===== src/rtl/updown_pkg.sv =====
// Package for the ping-pong direction controller.
// Holds the FSM state encoding, the default widths and the limit values
// loaded at reset (full counter range: lo = 0, hi = all ones).
package updown_pkg;

  typedef enum logic [1:0] {
    IDLE  = 2'd0,
    SEEK  = 2'd1,
    RUN   = 2'd2,
    FAULT = 2'd3
  } state_t;

  localparam int unsigned DEF_W      = 4;
  localparam int unsigned DEF_TURN_W = 8;

  // Reset limits. They are wide, and callers slice them to the count width.
  localparam logic [31:0] RST_LO = 32'h0000_0000;
  localparam logic [31:0] RST_HI = 32'hFFFF_FFFF;

endpackage


===== src/rtl/sat_counter.sv =====
// Saturating up-counter used for the turn tally.
// Ports:
//   clk    in  1      rising-edge clock
//   clr    in  1      synchronous clear. It has priority over inc.
//   inc    in  1      add one unless already at all-ones
//   value  out W      current tally
module sat_counter #(
  parameter int unsigned W = 8
) (
  input  logic         clk,
  input  logic         clr,
  input  logic         inc,
  output logic [W-1:0] value
);

  logic [W-1:0] value_q;
  logic [W-1:0] value_d;

  always_comb begin
    value_d = value_q;
    if (clr) begin
      value_d = '0;
    end else if (inc && (value_q != '1)) begin
      value_d = value_q + W'(1);
    end
  end

  always_ff @(posedge clk) begin
    value_q <= value_d;
  end

  assign value = value_q;

endmodule


===== src/rtl/updown_pingpong_ctrl.sv =====
// Direction controller for an up/down counter in a feedback loop.
// The controller reads back the count and drives the counter's up_down input.
// The count then sweeps between the latched limits lo_q and hi_q. It does not
// overshoot and it does not wrap.
// Ports:
//   clk        in  1       rising-edge clock, shared with the counter
//   rst        in  1       synchronous, active-low reset
//   en         in  1       1 = run ping-pong, 0 = idle with the direction frozen
//   lo_lim     in  W       lower limit. It is latched on the edge that leaves IDLE.
//   hi_lim     in  W       upper limit. It is latched on the edge that leaves IDLE.
//   count_in   in  W       current counter value
//   up_down    out 1       registered direction: 1 = up, 0 = down
//   turn       out 1       one-cycle pulse on each reversal inside the window
//   turns      out TURN_W  saturating count of turn pulses since reset
//   fault      out 1       the latched limits are invalid (lo >= hi)
//   state_dbg  out 2       current FSM state, for observation
//
// Handshake: there is no valid/ready. The counter consumes up_down on every
// clock edge. The controller samples count_in on every edge.
module updown_pingpong_ctrl
  import updown_pkg::*;
#(
  parameter int unsigned W      = DEF_W,
  parameter int unsigned TURN_W = DEF_TURN_W
) (
  input  logic              clk,
  input  logic              rst,
  input  logic              en,
  input  logic [W-1:0]      lo_lim,
  input  logic [W-1:0]      hi_lim,
  input  logic [W-1:0]      count_in,
  output logic              up_down,
  output logic              turn,
  output logic [TURN_W-1:0] turns,
  output logic              fault,
  output state_t            state_dbg
);

  state_t       state_q, state_d;
  logic         up_q, up_d;
  logic         turn_q, turn_d;
  logic [W-1:0] lo_q, lo_d;
  logic [W-1:0] hi_q, hi_d;

  // The threshold compares use one extra bit. Outside FAULT we know lo_q < hi_q,
  // so hi_q-1 and lo_q+1 cannot wrap.
  logic [W:0] cnt_x;
  logic [W:0] hi_m1;
  logic [W:0] lo_p1;
  logic       in_win;
  logic       hit_top;
  logic       hit_bot;

  assign cnt_x   = {1'b0, count_in};
  assign hi_m1   = {1'b0, hi_q} - (W+1)'(1);
  assign lo_p1   = {1'b0, lo_q} + (W+1)'(1);
  assign in_win  = (count_in >= lo_q) && (count_in <= hi_q);

  // The new direction takes effect one edge after the counter has already
  // moved. Turning one count early therefore makes the counter peak at hi_q
  // and trough at lo_q.
  assign hit_top = up_q  && (cnt_x >= hi_m1);
  assign hit_bot = !up_q && (cnt_x <= lo_p1);

  always_comb begin
    state_d = state_q;
    up_d    = up_q;
    turn_d  = 1'b0;
    lo_d    = lo_q;
    hi_d    = hi_q;

    if (!en) begin
      state_d = IDLE;
    end else begin
      case (state_q)
        IDLE: begin
          lo_d = lo_lim;
          hi_d = hi_lim;
          if (lo_lim >= hi_lim) begin
            state_d = FAULT;
            up_d    = 1'b1;
          end else if ((count_in < lo_lim) || (count_in > hi_lim)) begin
            state_d = SEEK;
          end else begin
            state_d = RUN;
          end
        end

        SEEK: begin
          if (count_in < lo_q) begin
            up_d = 1'b1;
          end else if (count_in > hi_q) begin
            up_d = 1'b0;
          end else begin
            // The count can enter the window one step from a limit. This
            // happens every cycle when the window is two counts wide. Apply
            // the turn rule on the entry edge so the counter does not step past
            // the limit.
            state_d = RUN;
            if (hit_top) begin
              up_d   = 1'b0;
              turn_d = 1'b1;
            end else if (hit_bot) begin
              up_d   = 1'b1;
              turn_d = 1'b1;
            end
          end
        end

        RUN: begin
          if (!in_win) begin
            state_d = SEEK;
          end else if (hit_top) begin
            up_d   = 1'b0;
            turn_d = 1'b1;
          end else if (hit_bot) begin
            up_d   = 1'b1;
            turn_d = 1'b1;
          end
        end

        FAULT: begin
          up_d = 1'b1;
        end

        default: begin
          state_d = IDLE;
        end
      endcase
    end
  end

  always_ff @(posedge clk) begin
    if (!rst) begin
      state_q <= IDLE;
      up_q    <= 1'b1;
      turn_q  <= 1'b0;
      lo_q    <= RST_LO[W-1:0];
      hi_q    <= RST_HI[W-1:0];
    end else begin
      state_q <= state_d;
      up_q    <= up_d;
      turn_q  <= turn_d;
      lo_q    <= lo_d;
      hi_q    <= hi_d;
    end
  end

  // The tally advances on the same edge that raises turn. Reset clears it, and
  // the clear wins over a turn decided in the same cycle.
  sat_counter #(
    .W (TURN_W)
  ) u_turns (
    .clk   (clk),
    .clr   (~rst),
    .inc   (turn_d),
    .value (turns)
  );

  assign up_down   = up_q;
  assign turn      = turn_q;
  assign fault     = (state_q == FAULT);
  assign state_dbg = state_q;

endmodule


===== config.mk =====
export PLATFORM = sky130hd
export DESIGN_NAME = updown_pingpong_ctrl
export DESIGN_NICKNAME = d
export VERILOG_FILES = /design/src/rtl/updown_pkg.sv /design/src/rtl/sat_counter.sv /design/src/rtl/updown_pingpong_ctrl.sv
export SDC_FILE = /design/constraint.sdc
export NUM_CORES = 1
export LEC_CHECK = 0
export ABC_AREA = 1
export BUFFER_PORTS_ARGS = -buffer_cell sky130_fd_sc_hd__clkbuf_2
export CAP_MARGIN = 5
export CORE_UTILIZATION = 35
export DETAILED_ROUTE_END_ITERATION = 6
export PLACE_DENSITY = 0.65
export RECOVER_POWER = 50
export SETUP_SLACK_MARGIN = 0.02
export SLEW_MARGIN = 20
export SYNTH_ARGS = -nofsm -noshare
export SYNTH_HDL_FRONTEND = slang
export SYNTH_SLANG_ARGS = --single-unit

===== constraint.sdc =====
create_clock -name clk -period 2.62 [get_ports clk]
set_clock_uncertainty 0.1 [all_clocks]
set_input_delay 0.262 -clock clk [delete_from_list [all_inputs] [get_ports clk]]
set_output_delay 0.262 -clock clk [all_outputs]
set_load 0.1 [all_outputs]

# Word-level counts from Yosys, hierarchy flattened
# Cells that the tools add are included.
dict set report totals {
  reg_bits 20
  inputBits 15
  output_inout_bits 13
  word_cells 59
}
dict set report op_classes {
  n_lt_le_gt_ge 9
  eq_ne 9
  add_sub_neg 3
  reduce_logical 12
  n_mux 20
}
# op n
set op_table {}
lappend op_table {{two-way mux 1 bit} 12}
lappend op_table {{two-way mux 2 bit} 5}
lappend op_table {{inequality test 2 bit, second input constant} 5}
lappend op_table {{adder 8 x 1 -> 8 bit, second input constant} 1}
lappend op_table {{greater-or-equal comparator 4 bit} 2}
lappend op_table {{greater-than comparator 4 bit} 2}
lappend op_table {{less-than comparator 4 bit} 2}
lappend op_table {{inequality test 8 bit, second input constant} 1}
lappend op_table {{case mux 2 bit (3 select lines)} 1}
lappend op_table {{adder 4 x 1 -> 5 bit, second input constant} 1}
lappend op_table {{greater-or-equal comparator 4 x 5 -> 1 bit} 1}
lappend op_table {{<= comparator 4 x 5 -> 1 bit} 1}
lappend op_table {{subtractor 4 x 1 -> 5 bit, second input constant} 1}
lappend op_table {{== test 2 bit, second input constant} 2}
lappend op_table {{<= comparator 4 bit} 1}
lappend op_table {{logical AND 1 bit} 4}
lappend op_table {{case mux 1 bit (4 select lines)} 1}
lappend op_table {{AND reduction 2 bit} 2}
lappend op_table {{AND reduction 4 bit} 1}
lappend op_table {{AND reduction 3 bit} 1}
lappend op_table {{nonzero test 3 bit} 1}
lappend op_table {{== test 2 x 1 -> 1 bit, second input constant} 1}
lappend op_table {{logical NOT 2 bit} 1}
lappend op_table {{case mux 1 bit (2 select lines)} 1}
lappend op_table {{other kinds (2)} 2}

# Logic depth before layout (Yosys ltp)
# Gate-level depths: netlist (run 1).
dict set report logic_depth {
  word_depth 10
  mapped_depth 14
  mapped_depth_nobuf 14
}

# Modules after synthesis
# A second synthesis (run 1) with hierarchy kept.
dict set report hier_totals {
  hier_cells 288
  hier_area_um2 1889.3
}
# mod seq_area_each_um2 area_each_um2 n_inst cells_per_inst
set modules_own_cells {}
lappend modules_own_cells {updown_pingpong_ctrl 240.2 1405.1 1 211}
lappend modules_own_cells {sat_counter 160.2 484.2 1 77}

# Worst setup path after synthesis (run 1)
# OpenSTA, ideal clock, no wires.
dict set report synth_timing {
  kind {reg2reg}
  from {register state_q[0] (netlist: state_dbg[0])}
  to {register u_turns.value_q[6] (netlist: u_turns.value[6])}
  setup_ns 0.121
  synth_period_minus_slack_ns 2.352
  path_stages_with_launch 10
  path_slack_ns 0.268
  required_ns 2.399
  n_path_buf 0
  arrival_time_ns 2.131
  cell_sequence {dfxtp_1 inv_1 ha_1 nand2_1 inv_1 nand2_4 nor2_8 nand3_4 nand2_1 a21oi_1}
}
dict set report synth_via {
  elab_chain_len 4
  elab_cells_between_ends 5
  cone_classes {eq/ne: 2; mux: 2; reduce/logical: 1}
}
# element line
set synth_rtl {}
lappend synth_rtl {{start, declared} updown_pingpong_ctrl.sv:39} ;# state_t state_q, state_d;
lappend synth_rtl {{start signal, assigned} updown_pingpong_ctrl.sv:141} ;# state_q <= state_d;
lappend synth_rtl {{== test 2 bit or == test 2 x 1 -> 1 bit (tied branches)} updown_pingpong_ctrl.sv:75} ;# case (state_q)
lappend synth_rtl {{case mux 1 bit (2 select lines) (*)} updown_pingpong_ctrl.sv:75}
lappend synth_rtl {{two-way mux 1 bit (*)} updown_pingpong_ctrl.sv:72} ;# if (!en) begin
lappend synth_rtl {{logical AND 1 bit (*)} sat_counter.sv:23} ;# end else if (inc && (value_q != '1)) begin
lappend synth_rtl {{end signal, assigned} sat_counter.sv:29} ;# value_q <= value_d;
lappend synth_rtl {{end, declared} sat_counter.sv:16} ;# logic [W-1:0] value_q;
# Mark *: on every way between the ends. The rest lies on a longest branch, timed or not.
# A chain may end at the register's enable or synchronous reset.

# Worst setup path in the final report (run 1)
dict set report layout_timing {
  from {register hi_q[0]}
  to {register u_turns.value_q[5] (netlist: u_turns.value[5])}
}
dict set report layout_via {
  elab_chain_len 9
  elab_cells_between_ends 13
  cone_classes {add/sub: 1; order compare: 3; mux: 6; reduce/logical: 3}
}
# element line
set layout_rtl {}
lappend layout_rtl {{start, declared} updown_pingpong_ctrl.sv:43} ;# logic [W-1:0] hi_q, hi_d;
lappend layout_rtl {{start signal, assigned} updown_pingpong_ctrl.sv:139} ;# hi_q <= RST_HI[W-1:0];
lappend layout_rtl {{start signal, assigned} updown_pingpong_ctrl.sv:145} ;# hi_q <= hi_d;
lappend layout_rtl {{subtractor 4 x 1 -> 5 bit} updown_pingpong_ctrl.sv:55} ;# assign hi_m1 = {1'b0, hi_q} - (W+1)'(1);
lappend layout_rtl {{greater-or-equal comparator 4 x 5 -> 1 bit} updown_pingpong_ctrl.sv:62} ;# assign hit_top = up_q && (cnt_x >= hi_m1);
lappend layout_rtl {{logical AND 1 bit} updown_pingpong_ctrl.sv:62}
lappend layout_rtl {{two-way mux 1 bit} updown_pingpong_ctrl.sv:100} ;# if (hit_top) begin
lappend layout_rtl {{two-way mux 1 bit} updown_pingpong_ctrl.sv:92} ;# end else if (count_in > hi_q) begin
lappend layout_rtl {{two-way mux 1 bit} updown_pingpong_ctrl.sv:90} ;# if (count_in < lo_q) begin
lappend layout_rtl {{case mux 1 bit (2 select lines) (*)} updown_pingpong_ctrl.sv:75}
lappend layout_rtl {{two-way mux 1 bit (*)} updown_pingpong_ctrl.sv:72}
lappend layout_rtl {{logical AND 1 bit (*)} sat_counter.sv:23}
# Marked as above.

==> flow_summary.toml, run 1 <==
[global_routing]
grt_max_degree = 16
grt_overflow = 0
antenna_found_initial = 0
grt_pass1_vias = 1461
grtUsageTotal_pct = 15.5
grt_pass1_wl_um = 6560

[run]
maxCapViolations = 0

[logic_synthesis]
netlist_instances = 255
synth-compound-area-share_pct = 12.3
synthAdderAreaFrac_pct = 23.3
yosys.area_share.simple_pct = 28.0
synth_top_family_by_area = "simple AND/OR/NAND/NOR gates"
synth_area_um2 = 1830
syn_nets = 304
syn_avg_cell_area_um2 = 7.17
muxShareOfSynthArea_pct = 0
synth_seq_cells = 20
synth_xor_area_share_pct = 4.79
ys_seq_area_share_pct = 21.9
post_synth_num_cell_types = 24
yosysWarningCount = 0

[timing]
fmax_mhz = 461
final_max_slew_viol_count = 0
finalCriticalPeriod_ps = 2170
setup_viol = 0
finalHoldViolations = 0
rsz0062_at_grt = "false"
min_period_over_period_pct = 82.8
tightest_slew_ps = 1180
fin_ws_ps = 452
slew_headroom_pct = 21.8
tns_ps = 0

[route]
dr.pass1.iters = 4
vias = 1662
antenna_left = 0
drt_wl_total_um = 3840
wl_per_cell_um = 10.9
vias_per_cell = 4.74
drt_iter0_drc = 90
drc = 0

[floorplan]
core-area_um2 = 4880
pin_count = 28
die_h_um = 74.3
die_x_um = 74.3
rows = 25
start_util_pct = 37.5
die_area_um2 = 5520

[setup_path]
timing.rr.start = "hi_q[0]"
end_kind = "flop"
cp-start-kind = "flop"
r2r_slack_ps = 450
critPathRequiredTime_ps = 2680
path_max_fanout = 9
r2r_end = "u_turns.value[5]"
r2r_cells = 13
critical_path_class = "flop to flop"
arrival_ps = 2230

[clock_network]
cts_setup_buffers = 0
cts_hold_buf = 0
path_clk_slew_ps = 80
htree_levels = 1
clock_sinks = 20
clk-insertion-delay-late_ps = 260
numCtsBuffers = 3
root_buffer = "clkbuf_8"
tritoncts = "yes"
cts_resized = 0
cts_buffer_depth = 2

[power]
switching_power_uw = 609
seq_power_share_pct = 27.9
p_clk_share_pct = 22.9
power_frac_comb_pct = 49.2
powerDensity_nw_per_um2 = 658
p_int_uw = 765
vdd_drop_max_v = 0.000423
p_leak_nw = 1.06
netSwitchingFraction_pct = 44.3

[cells_and_area]
syn_to_final_growth_pct = 14.1
final_cell_mix = "nand2_1, inv_1, ha_1"
nNetsFinal = 334
drive_above_1_share_pct = 12.7
fin_cells = 351
final_common_cell = "nand2_1"
nFillCells = 533
antenna_cells = 0

[run_status]
status = "finished, final reports clean"

[place]
io_buffers = 27
globalplace.congestion = 0.764
dp_cells = 347
dp_slack_ps = 436
dp_hpwl_um = 3070

[min_path]
hold_start = "en"
min_path_cells = 3
hp-class = "primary input to flop"
hold_end = "state_dbg[0]"
flip-flops by register name, indices dropped and copies added, names as in the netlist:
name,flops
state_dbg,2
lo_q,4
turn,1
up_down,1
hi_q,4
u_turns.value,8
worst max-delay path: stages (launching register included):
cell	delay, ps
dfxtp_1	350
inv_1	80
ha_1	230
xnor2_1	140
ha_1	290
nand2_1	50
inv_1	40
o21ai_0	90
o21ai_2	160
nor2_2	80
nor2_8	150
nand3_4	150
nand2_1	100
a21oi_1	60
per-stage QoR:
step	utilization, %	power, mW	area (um2)	hold WS (ps)
after CTS	43.1	1.38	2100	193
after global placement	41.6	1.06	2030	361
after global routing	42.8	1.49	2090	217
after floorplan	-	0.943	1830	302
final	42.8	1.37	2090	195
after detailed placement	41.6	1.07	2030	375
Yosys cell counts:
| cell type | instances | share of area [%] |
|---|---|---|
| inv_2 | 4 | 0.82 |
| o21bai_1 | 2 | 0.82 |
| xnor2_1 | 3 | 1.4 |
| nand4_1 | 9 | 3.1 |
| xor2_1 | 7 | 3.4 |
| nor2_1 | 13 | 2.7 |
| a21oi_1 | 24 | 6.6 |
| o211ai_1 | 3 | 1.2 |
| o21ai_0 | 10 | 2.7 |
| nand3_4 | 1 | 0.96 |
| o21ai_2 | 2 | 0.96 |
| clkbuf_1 | 1 | 0.21 |
| nand2_2 | 3 | 1.0 |
| nand3_1 | 17 | 4.7 |
| clkbuf_8 | 1 | 0.75 |
| nor2_8 | 1 | 1.1 |
| nor2_2 | 1 | 0.34 |
| clkinv_1 | 1 | 0.21 |
| nand2_1 | 55 | 11 |
| ha_1 | 34 | 23 |
| nand3_2 | 3 | 1.6 |
| nand2_4 | 2 | 1.2 |
| dfxtp_1 | 20 | 22 |
| inv_1 | 38 | 7.8 |
cell type report:
class | count | area (um2) | area share [%]
inverters | 43 | 161 | 7.73
clock inverters | 1 | 30.0 | 1.44
repair buffers | 27 | 120 | 5.76
clock buffers | 3 | 41.3 | 1.98
multi-input cells | 190 | 1250 | 59.9
well taps | 67 | 83.8 | 4.02
flip-flops and latches | 20 | 400 | 19.2
power by group through the flow:
stage	clock, mW	combinational, mW	sequential [mW]
floorplan	0	0.469	0.474
global placement	0	0.671	0.390
detailed placement	0	0.681	0.391
CTS	0.317	0.684	0.384
global route	0.330	0.769	0.390
finish	0.315	0.675	0.384
worst max-delay path by stage:
stage,startpoint,endpoint,slack [ps],cells past startpoint
after CTS,hi_q[0],u_turns.value[5],430,13
after detailed placement,hi_q[0],u_turns.value[5],440,13
after global routing,hi_q[0],u_turns.value[3],210,13
after global placement,hi_q[0],u_turns.value[0],500,13
final,hi_q[0],u_turns.value[5],450,13
after floorplan,state_dbg[0],u_turns.value[6],270,9
cell families (layout without fill, tap and decap cells):
kind of cell               Yosys count  after routing
and+or+nand+nor                    105            105
DFF                                 20             20
buffers and inverters               45             74
AOI/OAI and AO/OA                   41             41
xor gates and xnor gates            10             10
adders and majority gates           34             34
routing by layer:
metal / global-route usage, % / up-vias / wire length, um / part of all wire, %
li1: - / 898 / - / -
met1: 21.3 / 730 / 1900 / 50
met2: 24.8 / 30 / 1780 / 46
met3: 2.03 / 4 / 98 / 2.6
met4: 5.66 / 0 / 51 / 1.3
met5: 0 / - / 0 / 0
(Power assumes the default switching activity.)
==> run 2: changes to the inputs <==
clock period = 2.25 ns   (was 2.62 ns; I/O delays follow)
==> run 2 against run 1 <==
Critical path depth did not move. Cell area rose by 1.6%. Clock power rose by 16%. Fmax rose by 3.6%. Worst hold slack got worse by 39 ps. Combinational power rose by 20%. Setup slack got worse by 300 ps. Via count fell by 0.12%. Die area did not move. Flip-flop and latch count did not move. Critical endpoint is now u_turns.value[4]. Largest cell class unchanged.
==> flow_summary.toml, run 2 (synthesis results as in run 1) <==
[floorplan]
die_x_um = 74.3
core-area_um2 = 4880
start_util_pct = 37.5
die_area_um2 = 5520
rows = 25
die_h_um = 74.3
pin_count = 28

[setup_path]
critical_path_class = "flop to flop"
crit_cells = 13
critPathTopFamily = "simple AND/OR/NAND/NOR gates"
arrival_ps = 2150
path_max_fanout = 5
cpMaxStageDelayCell = "dfxtp_2"
slowest_delay_ps = 340
critPathRequiredTime_ps = 2300
critPathBufInv = 2
cp-start-kind = "flop"
r2r_cells = 13
end_kind = "flop"
path_cells = "inv_1 > ha_2 > xnor2_1 > ha_1 > nand2_1 > inv_1 > o21ai_0 > o21ai_2 > nor2_4 > nor2_8 > nand3_2 > nand2_1 > a21oi_1"

[min_path]
min_path_cells = 3
hp-class = "primary input to flop"

[global_routing]
grt_max_degree = 16
grtUsageTotal_pct = 15.3
grt-busiest-layer = "met2"
grt_use_met3_pct = 1.63
grt_overflow = 0
grtUsageMet1_pct = 20.0
grt_pass1_vias = 1455
antenna_found_initial = 0
grt_pass1_wl_um = 6490
grtUsageMet2_pct = 26.4

[cells_and_area]
fin_cells = 353
largest_register_ffs = 8
syn_to_final_growth_pct = 15.9
final_cell_mix = "nand2_1, inv_1, ha_1"
antenna_cells = 0
drive_above_1_share_pct = 15.0
final_common_cell = "nand2_1"
nNetsFinal = 336
nFillCells = 523

[clock_network]
root_buffer = "clkbuf_8"
cts_buffer_depth = 2
cts_hold_buf = 0
path_clk_slew_ps = 90
cts_resized = 0
clock_sinks = 20
cts_setup_buffers = 0
numCtsBuffers = 3
htree_levels = 1
clk-insertion-delay-late_ps = 260
tritoncts = "yes"

[place]
dp_cells = 347
dp_hpwl_um = 3100
globalplace.congestion = 0.729
io_buffers = 27

[timing]
tns_ps = 0
finalCriticalPeriod_ps = 2090
fmax_mhz = 478
min_period_over_period_pct = 93.1
setup_viol = 0
tightest_slew_ps = 1190
finalHoldViolations = 0
rsz0062_at_grt = "false"
final_max_slew_viol_count = 0
slew_headroom_pct = 21.2

[route]
drc = 0
antenna_left = 0
dr.pass1.iters = 4
drt_wl_total_um = 3900
vias = 1660
drt_iter0_drc = 73
wl_per_cell_um = 11.0
vias_per_cell = 4.70

[power]
vdd_drop_max_v = 0.000300
powerDensity_nw_per_um2 = 767
p_leak_nw = 1.06

[run]
maxCapViolations = 0

[run_status]
status = "finished, final reports clean"
run 2: cell count changes in the layout (fill, tap and decap cells not counted), sizes merged:
cell | previous run | this run
nand3 | 21 | 22
nor2 | 15 | 16
run 2: where the power goes:
group	leakage, nW	internal [mW]	switching [mW]	total, mW
registers	0.165	0.401	0.0476	0.448
clock network	0.0357	0.237	0.128	0.365
logic	0.859	0.262	0.552	0.813
total	1.06	0.900	0.727	1.63
run 2: path summary, 6_finish.rpt:
check                     end     from  slack, ps
max          u_turns.value[4]  hi_q[0]        160
min              state_dbg[1]       en        160
max reg2reg  u_turns.value[4]  hi_q[0]        160
min reg2reg           hi_q[0]  hi_q[0]        370
run 2: layout make-up:
cell class	instances	area [um2]	area share, %
tap	67	83.8	3.95
timing repair buffer	27	120	5.66
inverter	43	161	7.61
clock buffer	3	41.3	1.95
sequential	20	405	19.1
multi-input combinational	192	1280	60.3
clock inverter	1	30.0	1.42
run 2: stage by stage:
step           hold slack, ps  total power [mW]  cell area (um2)  utilization [%]  worst slack [ps]
3_3_place_gp              363              1.24             2040             41.7               126
2_1_floorplan             258              1.10             1830                -               136
4_1_cts                   148              1.62             2110             43.2              69.9
3_5_place_dp              381              1.25             2040             41.7              68.9
6_report                  156              1.63             2120             43.5               156
5_1_grt                   174              1.77             2120             43.5              37.7
run 2: worst register-to-register path, stage by stage, from the launching register on:
cell	delay [ps]
dfxtp_2	340
inv_1	70
ha_2	200
xnor2_1	130
ha_1	290
nand2_1	50
inv_1	40
o21ai_0	80
o21ai_2	160
nor2_4	90
nor2_8	160
nand3_2	140
nand2_1	90
a21oi_1	60
run 2: layer usage:
metal | up-vias | share of wire, %
li1 | 906 | -
met1 | 737 | 49
met2 | 15 | 48
met3 | 2 | 2.2
met4 | 0 | 1.0
met5 | - | 0
==> run 3: changes to the inputs <==
==> constraint.sdc (replaced) <==
create_clock -name clk -period 2.5 [get_ports clk]
set_clock_uncertainty 0.1 [all_clocks]
set_input_delay 0.25 -clock clk [delete_from_list [all_inputs] [get_ports clk]]
set_output_delay 0.25 -clock clk [all_outputs]
set_load 0.02 [all_outputs]
==> run 3 against run 2 <==
Cell count fell by 0.57%. Combinational power down 24%. Fmax shrank 4.0%. Sequential power shrank 10%. Worst hold slack better by 32 ps. Register-to-register slack improved by 160 ps. Cell area decreased by 1.7%. Flip-flop and latch count unchanged. Setup slack gained 160 ps. Via count down 1.0%. Routed wire length is 4.2% lower. Sequential share of layout area increased by 0.081 points.
==> flow_summary.toml, run 3 (synthesis results as in run 1) <==
[timing]
final_max_slew_viol_count = 0
tightest_slew_ps = 427
rsz0062_at_grt = "false"
min_period_over_period_pct = 87.2
finalHoldViolations = 0
worst_hold_slack_ps = 188
tns_ps = 0
fmax_mhz = 459
setup_viol = 0
finalCriticalPeriod_ps = 2180
slew_headroom_pct = 71.5
fin_ws_ps = 320

[min_path]
hold_start = "en"
hp-class = "primary input to flop"

[setup_path]
path_max_fanout = 9
critPathRequiredTime_ps = 2550
end_kind = "flop"
startpoint = "hi_q[0]"
critical_path_class = "flop to flop"
cp-start-kind = "flop"
timing.rr.start = "hi_q[0]"
arrival_ps = 2230

[place]
dp_slack_ps = 309
dp_hpwl_um = 3060
globalplace.congestion = 0.764
io_buffers = 27
dp_cells = 347

[power]
p_leak_nw = 1.05
power_mw = 1.35
powerDensity_nw_per_um2 = 645
vdd_drop_max_v = 0.000341

[global_routing]
antenna_found_initial = 0
grt_pass1_wl_um = 6580
grt_overflow = 0
grtUsageTotal_pct = 15.4
grt_max_degree = 16
grt_pass1_vias = 1463

[clock_network]
clock_sinks = 20
clk-insertion-delay-late_ps = 260
cts_hold_buf = 0
path_clk_slew_ps = 80
numCtsBuffers = 3
cts_setup_buffers = 0
root_buffer = "clkbuf_8"
cts_resized = 0
cts_buffer_depth = 2
htree_levels = 1
tritoncts = "yes"

[floorplan]
core-area_um2 = 4880
die_area_um2 = 5520
die_h_um = 74.3
pin_count = 28
rows = 25
start_util_pct = 37.5
die_x_um = 74.3

[cells_and_area]
antenna_cells = 0
nNetsFinal = 334
largest_register_ffs = 8
final_cell_mix = "nand2_1, inv_1, ha_1"
seqCellArea_um2 = 400
drive_above_1_share_pct = 12.3
nFillCells = 532
multi_input_area_um2 = 1250
final_common_cell = "nand2_1"
syn_to_final_growth_pct = 14.0
fin_cells = 351

[run_status]
status = "finished, final reports clean"

[route]
drt_wl_total_um = 3740
wl_per_cell_um = 10.6
vias = 1643
vias_per_cell = 4.68
drt_iter0_drc = 91
drc = 0
antenna_left = 0
dr.pass1.iters = 4

[run]
maxCapViolations = 0
-- run 3: metrics by stage --
step,utilization (%),cell area [um2]
after floorplan,-,1830
after global placement,41.6,2030
after detailed placement,41.6,2030
after CTS,43.1,2100
after global routing,42.7,2090
final,42.7,2090
-- run 3: area by class of cell --
class | count | area share, %
repair buffers | 27 | 5.70
well taps | 67 | 4.02
multi-input cells | 190 | 59.9
clock buffers | 3 | 1.98
inverters | 43 | 7.74
clock inverters | 1 | 1.44
flip-flops and latches | 20 | 19.2
-- run 3: routing by layer --
metal	part of all wire, %	global-route usage (%)	routed length, um
met4	1.2	5.03	44
met3	1.6	1.63	59
met1	51	21.4	1900
met5	0	0	0
met2	46	25.1	1740
-- run 3: critical path, stage by stage (launching register included) --
cell and delay [ps]:
dfxtp_1 360, inv_1 80, ha_1 230, xnor2_1 140, ha_1 290, nand2_1 50
inv_1 40, o21ai_0 90, o21ai_2 160, nor2_2 80, nor2_8 150, nand3_4 150
nand2_1 100, a21oi_1 60
-- run 3: power breakdown --
| part | total (mW) | switching [mW] | internal [mW] | leakage, nW |
|---|---|---|---|---|
| Sequential | 0.402 | 0.0431 | 0.359 | 0.164 |
| Combinational | 0.617 | 0.389 | 0.228 | 0.853 |
| Clock | 0.326 | 0.112 | 0.214 | 0.0357 |
| Total | 1.35 | 0.544 | 0.801 | 1.05 |
-- run 3: final timing paths --
path              slack, ps  depth (start not counted)               end
setup / recovery        320                         13  u_turns.value[4]
hold / removal          190                          3      state_dbg[0]
setup reg to reg        320                         13  u_turns.value[4]
hold reg to reg         390                          2           hi_q[1]
